<file path="src/rtl/cpu_pkg.sv">
// Shared CPU definitions used by the sequential divider: divider FSM states,
// operand width and iteration-counter width.
package cpu_pkg;

  localparam int unsigned DIV_WIDTH = 32;
  localparam int unsigned DIV_CNT_W = $clog2(DIV_WIDTH) + 1;

  typedef enum logic [2:0] {
    IDLE,
    SETUP,
    ITER,
    FIX,
    DONE
  } div_state_t;

endpackage

</file>
<file path="src/rtl/div_unit_if.sv">
// Request/result bundle between the DivSrcA/DivSrcB operand muxes, the
// control unit and the divider. The master drives the request; the slave
// (div_unit) returns status and the HI/LO results.
interface div_unit_if
  import cpu_pkg::*;
#(
  parameter int unsigned WIDTH = DIV_WIDTH
) ();

  logic             start;
  logic [WIDTH-1:0] dividend;
  logic [WIDTH-1:0] divisor;
  logic             busy;
  logic             done;
  logic             div0;
  logic [WIDTH-1:0] hi_out;
  logic [WIDTH-1:0] lo_out;

  modport master (
    output start, dividend, divisor,
    input  busy, done, div0, hi_out, lo_out
  );

  modport slave (
    input  start, dividend, divisor,
    output busy, done, div0, hi_out, lo_out
  );

endinterface

</file>
<file path="src/rtl/div_step.sv">
// One restoring-division iteration on unsigned magnitudes: shift {rem,quo}
// left by one, trial-subtract the divisor and keep the result if it is
// non-negative, recording the outcome in the quotient LSB.
module div_step #(
  parameter int unsigned WIDTH = 32
) (
  input  logic [WIDTH-1:0] i_rem,
  input  logic [WIDTH-1:0] i_quo,
  input  logic [WIDTH-1:0] i_dvs,
  output logic [WIDTH-1:0] o_rem,
  output logic [WIDTH-1:0] o_quo
);

  logic [WIDTH:0] w_shift;
  logic [WIDTH:0] w_trial;

  // Shift-and-trial-subtract at WIDTH+1 bits so the sign bit is the borrow.
  always_comb begin
    w_shift = {i_rem, i_quo[WIDTH-1]};
    w_trial = w_shift - {1'b0, i_dvs};
    o_rem   = w_shift[WIDTH-1:0];
    if (!w_trial[WIDTH]) begin
      o_rem = w_trial[WIDTH-1:0];
    end
    o_quo = {i_quo[WIDTH-2:0], ~w_trial[WIDTH]};
  end

endmodule

</file>
<file path="src/rtl/div_unit.sv">
// Sequential signed divider (MIPS DIV) for the multicycle datapath.
// LO = quotient truncated toward zero, HI = remainder with the dividend's
// sign. Divide-by-zero finishes early with div0 set and HI/LO untouched.
// Build option: DIV_EARLY_TERM_EN - when |dividend| < |divisor| the result
// (LO=0, HI=dividend) is produced straight from SETUP.
module div_unit
  import cpu_pkg::*;
#(
  parameter int unsigned WIDTH = DIV_WIDTH
) (
  input  logic       clk,
  input  logic       reset,
  div_unit_if.slave  bus
);

  div_state_t             r_state;
  div_state_t             w_next;

  logic [WIDTH-1:0]       r_dvd;
  logic [WIDTH-1:0]       r_dvs;
  logic [WIDTH-1:0]       r_rem;
  logic [WIDTH-1:0]       r_quo;
  logic [WIDTH-1:0]       r_dvs_mag;
  logic                   r_sign_q;
  logic                   r_sign_r;
  logic [DIV_CNT_W-1:0]   r_cnt;
  logic                   r_div0;
  logic [WIDTH-1:0]       r_hi;
  logic [WIDTH-1:0]       r_lo;

  logic [WIDTH-1:0]       w_dvd_mag;
  logic [WIDTH-1:0]       w_dvs_mag;
  logic                   w_dvs_zero;
  logic                   w_early;
  logic [WIDTH-1:0]       w_rem_nxt;
  logic [WIDTH-1:0]       w_quo_nxt;

  // Operand magnitudes as unsigned values; the most negative number maps to
  // its own bit pattern, which is the correct unsigned magnitude.
  always_comb begin
    w_dvd_mag  = r_dvd[WIDTH-1] ? (~r_dvd + 1'b1) : r_dvd;
    w_dvs_mag  = r_dvs[WIDTH-1] ? (~r_dvs + 1'b1) : r_dvs;
    w_dvs_zero = (r_dvs == '0);
`ifdef DIV_EARLY_TERM_EN
    w_early    = (w_dvd_mag < w_dvs_mag);
`else
    w_early    = 1'b0;
`endif
  end

  div_step #(
    .WIDTH (WIDTH)
  ) u_step (
    .i_rem (r_rem),
    .i_quo (r_quo),
    .i_dvs (r_dvs_mag),
    .o_rem (w_rem_nxt),
    .o_quo (w_quo_nxt)
  );

  // State register.
  always_ff @(posedge clk or negedge reset) begin
    if (!reset) begin
      r_state <= IDLE;
    end else begin
      r_state <= w_next;
    end
  end

  // Next-state decode; start is only honoured in IDLE.
  always_comb begin
    w_next = r_state;
    case (r_state)
      IDLE:    if (bus.start) w_next = SETUP;
      SETUP:   w_next = (w_dvs_zero || w_early) ? DONE : ITER;
      ITER:    if (r_cnt == DIV_CNT_W'(1)) w_next = FIX;
      FIX:     w_next = DONE;
      DONE:    w_next = IDLE;
      default: w_next = IDLE;
    endcase
  end

  // Datapath: operand capture, setup, iteration and sign fix-up into HI/LO.
  always_ff @(posedge clk or negedge reset) begin
    if (!reset) begin
      r_dvd     <= '0;
      r_dvs     <= '0;
      r_rem     <= '0;
      r_quo     <= '0;
      r_dvs_mag <= '0;
      r_sign_q  <= 1'b0;
      r_sign_r  <= 1'b0;
      r_cnt     <= '0;
      r_div0    <= 1'b0;
      r_hi      <= '0;
      r_lo      <= '0;
    end else begin
      case (r_state)
        IDLE: begin
          if (bus.start) begin
            r_dvd <= bus.dividend;
            r_dvs <= bus.divisor;
          end
        end
        SETUP: begin
          r_sign_q  <= r_dvd[WIDTH-1] ^ r_dvs[WIDTH-1];
          r_sign_r  <= r_dvd[WIDTH-1];
          r_rem     <= '0;
          r_quo     <= w_dvd_mag;
          r_dvs_mag <= w_dvs_mag;
          r_cnt     <= DIV_CNT_W'(WIDTH);
          r_div0    <= w_dvs_zero;
          // Short path: quotient is zero and the remainder is the dividend itself.
          if (!w_dvs_zero && w_early) begin
            r_lo <= '0;
            r_hi <= r_dvd;
          end
        end
        ITER: begin
          r_rem <= w_rem_nxt;
          r_quo <= w_quo_nxt;
          r_cnt <= r_cnt - 1'b1;
        end
        FIX: begin
          r_lo <= r_sign_q ? (~r_quo + 1'b1) : r_quo;
          r_hi <= r_sign_r ? (~r_rem + 1'b1) : r_rem;
        end
        default: ;
      endcase
    end
  end

  assign bus.busy   = (r_state != IDLE);
  assign bus.done   = (r_state == DONE);
  assign bus.div0   = r_div0;
  assign bus.hi_out = r_hi;
  assign bus.lo_out = r_lo;

endmodule
</file>
<file path="src/flat_wrapper.sv">
// flat-port wrapper written by rule: the top's interface ports become plain ports
module div_unit_flat import cpu_pkg::*;
#(
  parameter int unsigned WIDTH = DIV_WIDTH
)
  (clk, reset, bus_start, bus_dividend, bus_divisor, bus_busy, bus_done, bus_div0, bus_hi_out, bus_lo_out);
  div_unit_if #(.WIDTH(WIDTH)) bus_i ();
  input  logic clk;
  input  logic reset;
  input wire logic [$bits(bus_i.start)-1:0] bus_start;
  input wire logic [$bits(bus_i.dividend)-1:0] bus_dividend;
  input wire logic [$bits(bus_i.divisor)-1:0] bus_divisor;
  output wire logic [$bits(bus_i.busy)-1:0] bus_busy;
  output wire logic [$bits(bus_i.done)-1:0] bus_done;
  output wire logic [$bits(bus_i.div0)-1:0] bus_div0;
  output wire logic [$bits(bus_i.hi_out)-1:0] bus_hi_out;
  output wire logic [$bits(bus_i.lo_out)-1:0] bus_lo_out;
  assign bus_i.start = bus_start;
  assign bus_i.dividend = bus_dividend;
  assign bus_i.divisor = bus_divisor;
  assign bus_busy = bus_i.busy;
  assign bus_done = bus_i.done;
  assign bus_div0 = bus_i.div0;
  assign bus_hi_out = bus_i.hi_out;
  assign bus_lo_out = bus_i.lo_out;
  div_unit #(.WIDTH(WIDTH)) u_core (.clk(clk), .reset(reset), .bus(bus_i));
endmodule
</file>
<file path="config.mk">
export PLATFORM = sky130hd
export DESIGN_NAME = div_unit_flat
export DESIGN_NICKNAME = d
export VERILOG_FILES = /design/src/rtl/cpu_pkg.sv /design/src/rtl/div_unit_if.sv /design/src/rtl/div_step.sv /design/src/rtl/div_unit.sv /design/src/flat_wrapper.sv
export SDC_FILE = /design/constraint.sdc
export NUM_CORES = 1
export LEC_CHECK = 0
export CAP_MARGIN = 15
export CORE_MARGIN = 3
export CORE_UTILIZATION = 45
export DETAILED_ROUTE_END_ITERATION = 16
export HOLD_SLACK_MARGIN = 0.03
export MAX_ROUTING_LAYER = met4
export PLACE_DENSITY = 0.65
export SYNTH_ARGS = -nofsm -noshare
export SYNTH_HDL_FRONTEND = slang
export SYNTH_HIERARCHICAL = 1
export SYNTH_SLANG_ARGS = --single-unit
</file>
<file path="constraint.sdc">
create_clock -name clk -period 6.7 [get_ports clk]
set_clock_uncertainty 0.05 [all_clocks]
set_input_delay 0.67 -clock clk [delete_from_list [all_inputs] [get_ports clk]]
set_output_delay 0.67 -clock clk [all_outputs]
set_load 0.01 [all_outputs]
</file>
# Word level (Yosys, flattened, before mapping)
# Index checks and enable logic that the tools add are counted.
classes:
  add_sub_neg: 6
  n_eq_ne: 7
  mux: 12
  bitwise: 6
  n_reduce_logical: 6
ops:
  columns: ["cell", "n"]
  rows:
  - ["$mux 32", 5]
  - ["$add 32x1->32 const B", 4]
  - ["$not 32->32", 4]
  - ["$pmux 32 s2", 2]
  - ["$sub 33x32->33", 1]
  - ["$logic_not 32->1", 1]
  - ["$pmux 3 s4", 1]
  - ["$pmux 6 s2", 1]
  - ["$mux 3", 3]
  - ["$eq 3x2->1 const B", 2]
  - ["$eq 6x1->1 const B", 1]
  - ["$sub 6x1->6 const B", 1]
  - ["$reduce_and 2->1", 2]
  - ["$eq 3x1->1 const B", 1]
  - ["$eq 3x3->1 const B", 1]
  - ["$logic_not 3->1", 1]
  - ["$reduce_bool 3->1", 1]
  - ["$ne 2x1->1 const B", 1]
  - ["$ne 2x2->1 const B", 1]
  - ["$reduce_bool 2->1", 1]
  - ["$not 1->1", 1]
  - ["$xor 1x1->1", 1]
totals:
  regBits: 236
  in_bits: 67
  out_inout_bits: 67
  elab_cells: 49

# Logic depth before layout (Yosys ltp)
logic_depth:
  depth_word: 4
  depth_mapped: 17
  ltp_nobuf: 16

# By module
# The synthesis kept the hierarchy.
by_module_without_submodules:
  columns: ["module", "instances", "cells_each", "area_each_um2", "seq_area_each_um2"]
  rows:
  - ["div_unit", 1, 1150, 11681.2, 5905.7]
  - ["div_step", 1, 342, 2488.6, 0.0]

# Worst setup path after synthesis
# Ideal clock, no wire load.
synth_path:
  kind: "register to register"
  start: "reg u_core.r_quo[31]"
  end: "reg u_core.r_rem[13]"
  setup_time_ns: 0.121
  t_arrival_ns: 3.141
  required_time_ns: 6.529
  path_slack_ns: 3.388
  stages_incl_launch_ff: 16
  n_path_buf: 1
  period_less_slack_ns: 3.312
  path_cell_list: "dfrtp_1 inv_1 ha_1 fa_1 and2b_1 o2111ai_1 a21oi_2 o2111ai_1 a211oi_2 nor2_2 mux2i_1 and2_4 inv_2 buf_6 mux2_4 a22o_1"
synth_between:
  elab_chain_cells: 3
synth_rtl:
  columns: ["element", "line_no", "source"]
  rows:
  - ["start: declaration", "div_unit.sv:22", "logic [WIDTH-1:0] r_quo;"]
  - ["start signal: assignment", "div_unit.sv:109", "r_quo <= w_dvd_mag;"]
  - ["start signal: assignment", "div_unit.sv:121", "r_quo <= w_quo_nxt;"]
  - ["$sub 33x32->33", "div_step.sv:20", "w_trial = w_shift - {1'b0, i_dvs};"]
  - ["$mux 32", "div_step.sv:22", "if (!w_trial[WIDTH]) begin"]
  - ["via u_core.w_rem_nxt[13]", "div_unit.sv:35", "logic [WIDTH-1:0] w_rem_nxt;"]
  - ["$pmux 32 s2", "div_unit.sv:98", "case (r_state)"]
  - ["end signal: assignment", "div_unit.sv:120", "r_rem <= w_rem_nxt;"]
  - ["end: declaration", "div_unit.sv:21", "logic [WIDTH-1:0] r_rem;"]
# The timed path passes the listed nets, and every way through them passes these cells.
# A chain may end at the register's enable or synchronous reset.

# Worst setup path after layout
layout_path:
  start: "reg u_core.r_quo[31]"
  end: "reg u_core.r_rem[3]"
# Same word-level chain as after synthesis.

==> impl_summary.log <==
INFO  metric finalSetupViolCount = 0
INFO  metric hold_path.class = in2async
INFO  metric postCtsSetupRepairBufs = 0
INFO  metric syn_avg_cell_area = 9.497 sq um
INFO  metric post_cts_resize_count = 0
INFO  metric syn-num-nets = between 1.5k and 2k
INFO  metric tritoncts.num_buffers = 26
INFO  metric crit_path_end = u_core/r_rem[3]
INFO  metric post-place-ws = 1.963 ns
INFO  metric post_layout_nonfiller_instances = between 1.5k and 2k
INFO  metric top_level_ports = around 130
INFO  metric cts_tree = built
INFO  metric grt-ovfl-total = 0
INFO  metric clockRootBuffer = sky130_fd_sc_hd__clkbuf_16
INFO  metric achievable-frequency = ~210 MHz
INFO  metric ff2ff_setup_slack = around 1.9 ns
INFO  metric wl = 35000 um
INFO  metric clock_sink_count = 236
INFO  metric ir_drop = between 0.0002 and 0.0003 V
INFO  metric end_kind = register
INFO  metric period_share = a little under three quarters
INFO  metric detailedRoute.firstIterationViolations = approximately 960
INFO  metric timing.setup.tns = 0 ns
INFO  metric htreeDepth = 1
INFO  metric worst_r2r_endpoint = u_core/r_rem[3]
INFO  metric p_comb_share = a little over half
INFO  metric timing_worst_setup_path_type = reg2reg
INFO  metric hpwl_after_detailed_placement = 25320 um
INFO  metric place_area = between 15000 and 20000 sq um
INFO  metric final_max_tran_viols = 0
INFO  metric cap_viol_max_count = 0
INFO  metric crit_required = ~7.1 ns
INFO  metric synth-edff-count = 0
INFO  metric worst_skew_pair.late_latency = approximately 0.53 ns
INFO  metric antennaDiodeCount = 0
INFO  metric post-place-cells = ~1.9k
INFO  metric p_int = 5.404 mW
INFO  metric vias = between 10k and 15k
INFO  metric power.share.sequential = between 30% and 40%
INFO  metric die_h = 183.5 um
INFO  metric grt_start_max_net_pins = around 130
INFO  metric netlist_instances = 1492
INFO  metric max_slew.worst_pin.slew = 1.182 ns
INFO  metric switching_share = about 43%
INFO  metric outcome = finished clean
INFO  metric gr_util_all_layers = approximately a fifth
INFO  metric ys_async_sr_fraction = 100.0%
INFO  metric worst_ep_arrival_time = between 5 and 6 ns
INFO  metric layout-drive-gt1-share = around a tenth
INFO  metric core_area = 30830 sq um
INFO  metric floorplan.rows = 64
INFO  metric wire_per_inst = about 18 um
INFO  metric ys_seq_area_share = between 40% and 50%
INFO  metric dieArea = between 30000 and 40000 sq um
INFO  metric total_leakage_power = 6.970 nW
INFO  metric grt_first_pass_wirelength = about 58000 um
INFO  metric layout_setup_ws = around 1.9 ns
INFO  metric critical_path_peak_fanout = 22
INFO  metric globalplace.congestion = around 0.87
INFO  metric detail_route.first_pass.iterations = 5
INFO  metric number_of_global_route_vias_before_repair = 10.71k
INFO  metric worst_slew_margin_rel = between 10% and 20%
INFO  metric die_w = approximately 180 um
INFO  metric final_antenna_net_count = 0
INFO  metric antenna_found_initial = 0
INFO  metric yosys_most_used_dff = sky130_fd_sc_hd__dfrtp_1
INFO  metric hold_buffers = 0
INFO  metric fillCellCount = roughly 2.8k
INFO  metric synthesis.area = 14170 sq um
INFO  metric initial_standard_cell_utilization_of_the_core = 45.96%
INFO  metric synthDistinctLibCells = 80
INFO  metric max-clock-path-buffers = 3
INFO  metric rsz0062_at_grt = no
INFO  metric finish.instance_area = roughly 16000 sq um
INFO  metric final_hold_violation_count = 0
INFO  metric yosysWarningCount = 6
INFO  metric period_minus_slack = between 4 and 5 ns
INFO  metric layout-area-overhead-vs-synth = 15.56%
INFO  metric worstSetupStartpointType = register
INFO  metric path_clk_slew = ~0.060 ns
INFO  metric finalNetCount = between 1.5k and 2k
INFO  metric reg2regPathDepth = 14
INFO  metric reg_to_reg_startpoint = u_core/r_quo[31]
INFO  metric detail_route.drc_violations = 0
INFO  metric crit_path_from = u_core/r_quo[31]
INFO  metric p_switching = between 4 and 5 mW
INFO  metric cellPowerDensity = about 600 nW/um^2
INFO  metric power = 9.548 mW
INFO  metric io_buffer_count = around 130
INFO  metric count_of_state_elements_after_synthesis = between 200 and 250
INFO  metric post_drt_via_cell_ratio = 5.723
INFO  metric clkPwrFrac = roughly 15%
-- Yosys cell counts, drive strengths merged (11+ instances only) --
cell type  count  area share [%]
nor4          24             1.1
or4           13            0.69
nand4         15            0.66
o41ai         29             1.8
o31ai         29             1.5
nand2        165             4.4
mux2i         15             1.1
clkbuf        77             2.0
nand3         32             1.1
inv           53             1.4
ha            38             3.4
o211ai        17            0.90
a22o          29             1.8
xnor2         24             1.5
nand2b        20            0.88
a31oi         11            0.49
buf           43             2.1
a21o          19             1.0
mux2          81             6.9
nor3          18            0.67
a21oi         53             1.9
a22oi         18            0.95
nor2b         16            0.71
o21ai        160             5.7
xor2          99             6.1
nor2          42             1.1
dfrtp        236              42
or3           12            0.57
-- worst min-delay path by stage --
stage                                      from               endpoint  slack, ns  cells past startpoint
after floorplan                           reset        u_core/bus.div0       0.32                      0
after global placement    u_core/bus.lo_out[14]  u_core/bus.lo_out[14]       0.41                      2
after detailed placement  u_core/bus.hi_out[29]  u_core/bus.hi_out[29]       0.42                      2
after CTS                                 reset  u_core/bus.lo_out[15]       0.18                      1
after global routing                      reset  u_core/bus.lo_out[23]       0.17                      1
final                                     reset  u_core/bus.lo_out[23]       0.13                      1
-- cell families after synthesis --
family | Yosys count | share of synthesized area (%)
AO/OA/AOI/OAI | 415 | 18.98
XOR/XNOR | 123 | 7.603
adder cells (fa/ha/maj) | 39 | 3.497
buffers and inverters | 174 | 5.563
flip-flops | 236 | 41.68
multiplexers | 96 | 8.000
AND/OR/NAND/NOR | 409 | 14.68
-- flip-flops by register name (all words and copies together), names as in the netlist, 3 cells and up --
name,flops
u_core/bus.hi_out,32
u_core/bus.lo_out,32
u_core/r_cnt,6
u_core/r_dvd,32
u_core/r_dvs,32
u_core/r_dvs_mag,32
u_core/r_quo,32
u_core/r_rem,32
u_core/r_state,3
-- power groups by stage --
| stage | registers, mW | logic, mW | clock network (mW) |
|---|---|---|---|
| finish | 2.99 | 5.14 | 1.42 |
| global route | 3.11 | 5.70 | 1.51 |
| floorplan | 2.71 | 4.02 | 0 |
| detailed placement | 3.00 | 5.13 | 0 |
| CTS | 2.97 | 5.15 | 1.46 |
| global placement | 2.96 | 5.05 | 0 |
-- layout make-up --
class | count | area (sq um) | share of cell area (%)
Multi-Input combinational cell | 1082 | 7508 | 45.85
Sequential cell | 236 | 5906 | 36.07
Clock inverter | 13 | 117.6 | 0.7183
Tap cell | 396 | 495.5 | 3.026
Clock buffer | 33 | 728.2 | 4.447
Inverter | 54 | 202.7 | 1.238
Timing Repair Buffer | 142 | 1416 | 8.650
-- metrics by stage --
step           hold WS [ns]  utilization (%)
6_report             0.1250            53.11
2_1_floorplan        0.3244                -
3_3_place_gp         0.4116            50.37
3_5_place_dp         0.4202            50.37
4_1_cts              0.1793            53.11
5_1_grt              0.1722            53.11
-- per-layer routing --
layer / GRT usage, % / vias up / share of wire (%) / wire [um]
li1: - / 5502 / - / -
met2: 28.79 / 301 / 40 / 14010
met3: 2.849 / 46 / 5.5 / 1923
met5: - / - / 0 / 0
met1: 34.21 / 5346 / 53 / 18530
met4: 3.991 / 0 / 1.5 / 535
-- layout by cell type, fill, tap and decap left out, types with 5 or more instances in the layout --
cell type                           n
sky130_fd_sc_hd__clkbuf_16         27
sky130_fd_sc_hd__o21ai_1           12
sky130_fd_sc_hd__nor3_1            17
sky130_fd_sc_hd__o21ai_0          148
sky130_fd_sc_hd__o22ai_1            7
sky130_fd_sc_hd__nand4b_1           9
sky130_fd_sc_hd__inv_1             52
sky130_fd_sc_hd__a22oi_1           18
sky130_fd_sc_hd__buf_4              8
sky130_fd_sc_hd__clkdlybuf4s50_1  132
sky130_fd_sc_hd__ha_1              38
sky130_fd_sc_hd__xnor2_1           24
sky130_fd_sc_hd__o211ai_1          17
sky130_fd_sc_hd__dfrtp_1          236
sky130_fd_sc_hd__mux2_2            60
sky130_fd_sc_hd__mux2i_1           15
sky130_fd_sc_hd__nand2b_1          20
sky130_fd_sc_hd__o41ai_1           29
sky130_fd_sc_hd__mux2_4            19
sky130_fd_sc_hd__xor2_1            99
sky130_fd_sc_hd__o31ai_1           29
sky130_fd_sc_hd__a21o_1            19
sky130_fd_sc_hd__nor4_1            23
sky130_fd_sc_hd__nand2_1          164
sky130_fd_sc_hd__o311ai_0           6
sky130_fd_sc_hd__or2_2              6
sky130_fd_sc_hd__nor2b_1           16
sky130_fd_sc_hd__nor2_1            38
sky130_fd_sc_hd__nor3b_1            6
sky130_fd_sc_hd__or4_1             13
sky130_fd_sc_hd__nand3_1           31
sky130_fd_sc_hd__nand4_1           15
sky130_fd_sc_hd__a31oi_1           11
sky130_fd_sc_hd__and3_1            10
sky130_fd_sc_hd__clkinv_2          10
sky130_fd_sc_hd__a22o_1            29
sky130_fd_sc_hd__or3_1             11
sky130_fd_sc_hd__nand3b_1           5
sky130_fd_sc_hd__a21oi_1           52
-- worst max-delay path, cell delays in order (launching register included) --
cell	delay, ns
sky130_fd_sc_hd__dfrtp_1	0.45
sky130_fd_sc_hd__inv_1	0.08
sky130_fd_sc_hd__ha_1	0.22
sky130_fd_sc_hd__fa_1	0.41
sky130_fd_sc_hd__and2b_1	0.23
sky130_fd_sc_hd__o2111ai_1	0.15
sky130_fd_sc_hd__a21oi_2	0.24
sky130_fd_sc_hd__o2111ai_1	0.19
sky130_fd_sc_hd__a211oi_2	0.27
sky130_fd_sc_hd__nor2_2	0.11
sky130_fd_sc_hd__mux2i_1	0.90
sky130_fd_sc_hd__and2_4	0.42
sky130_fd_sc_hd__inv_2	0.30
sky130_fd_sc_hd__mux2_1	0.41
sky130_fd_sc_hd__a22o_1	0.21
Note: power is estimated with default switching activity, not from simulation.
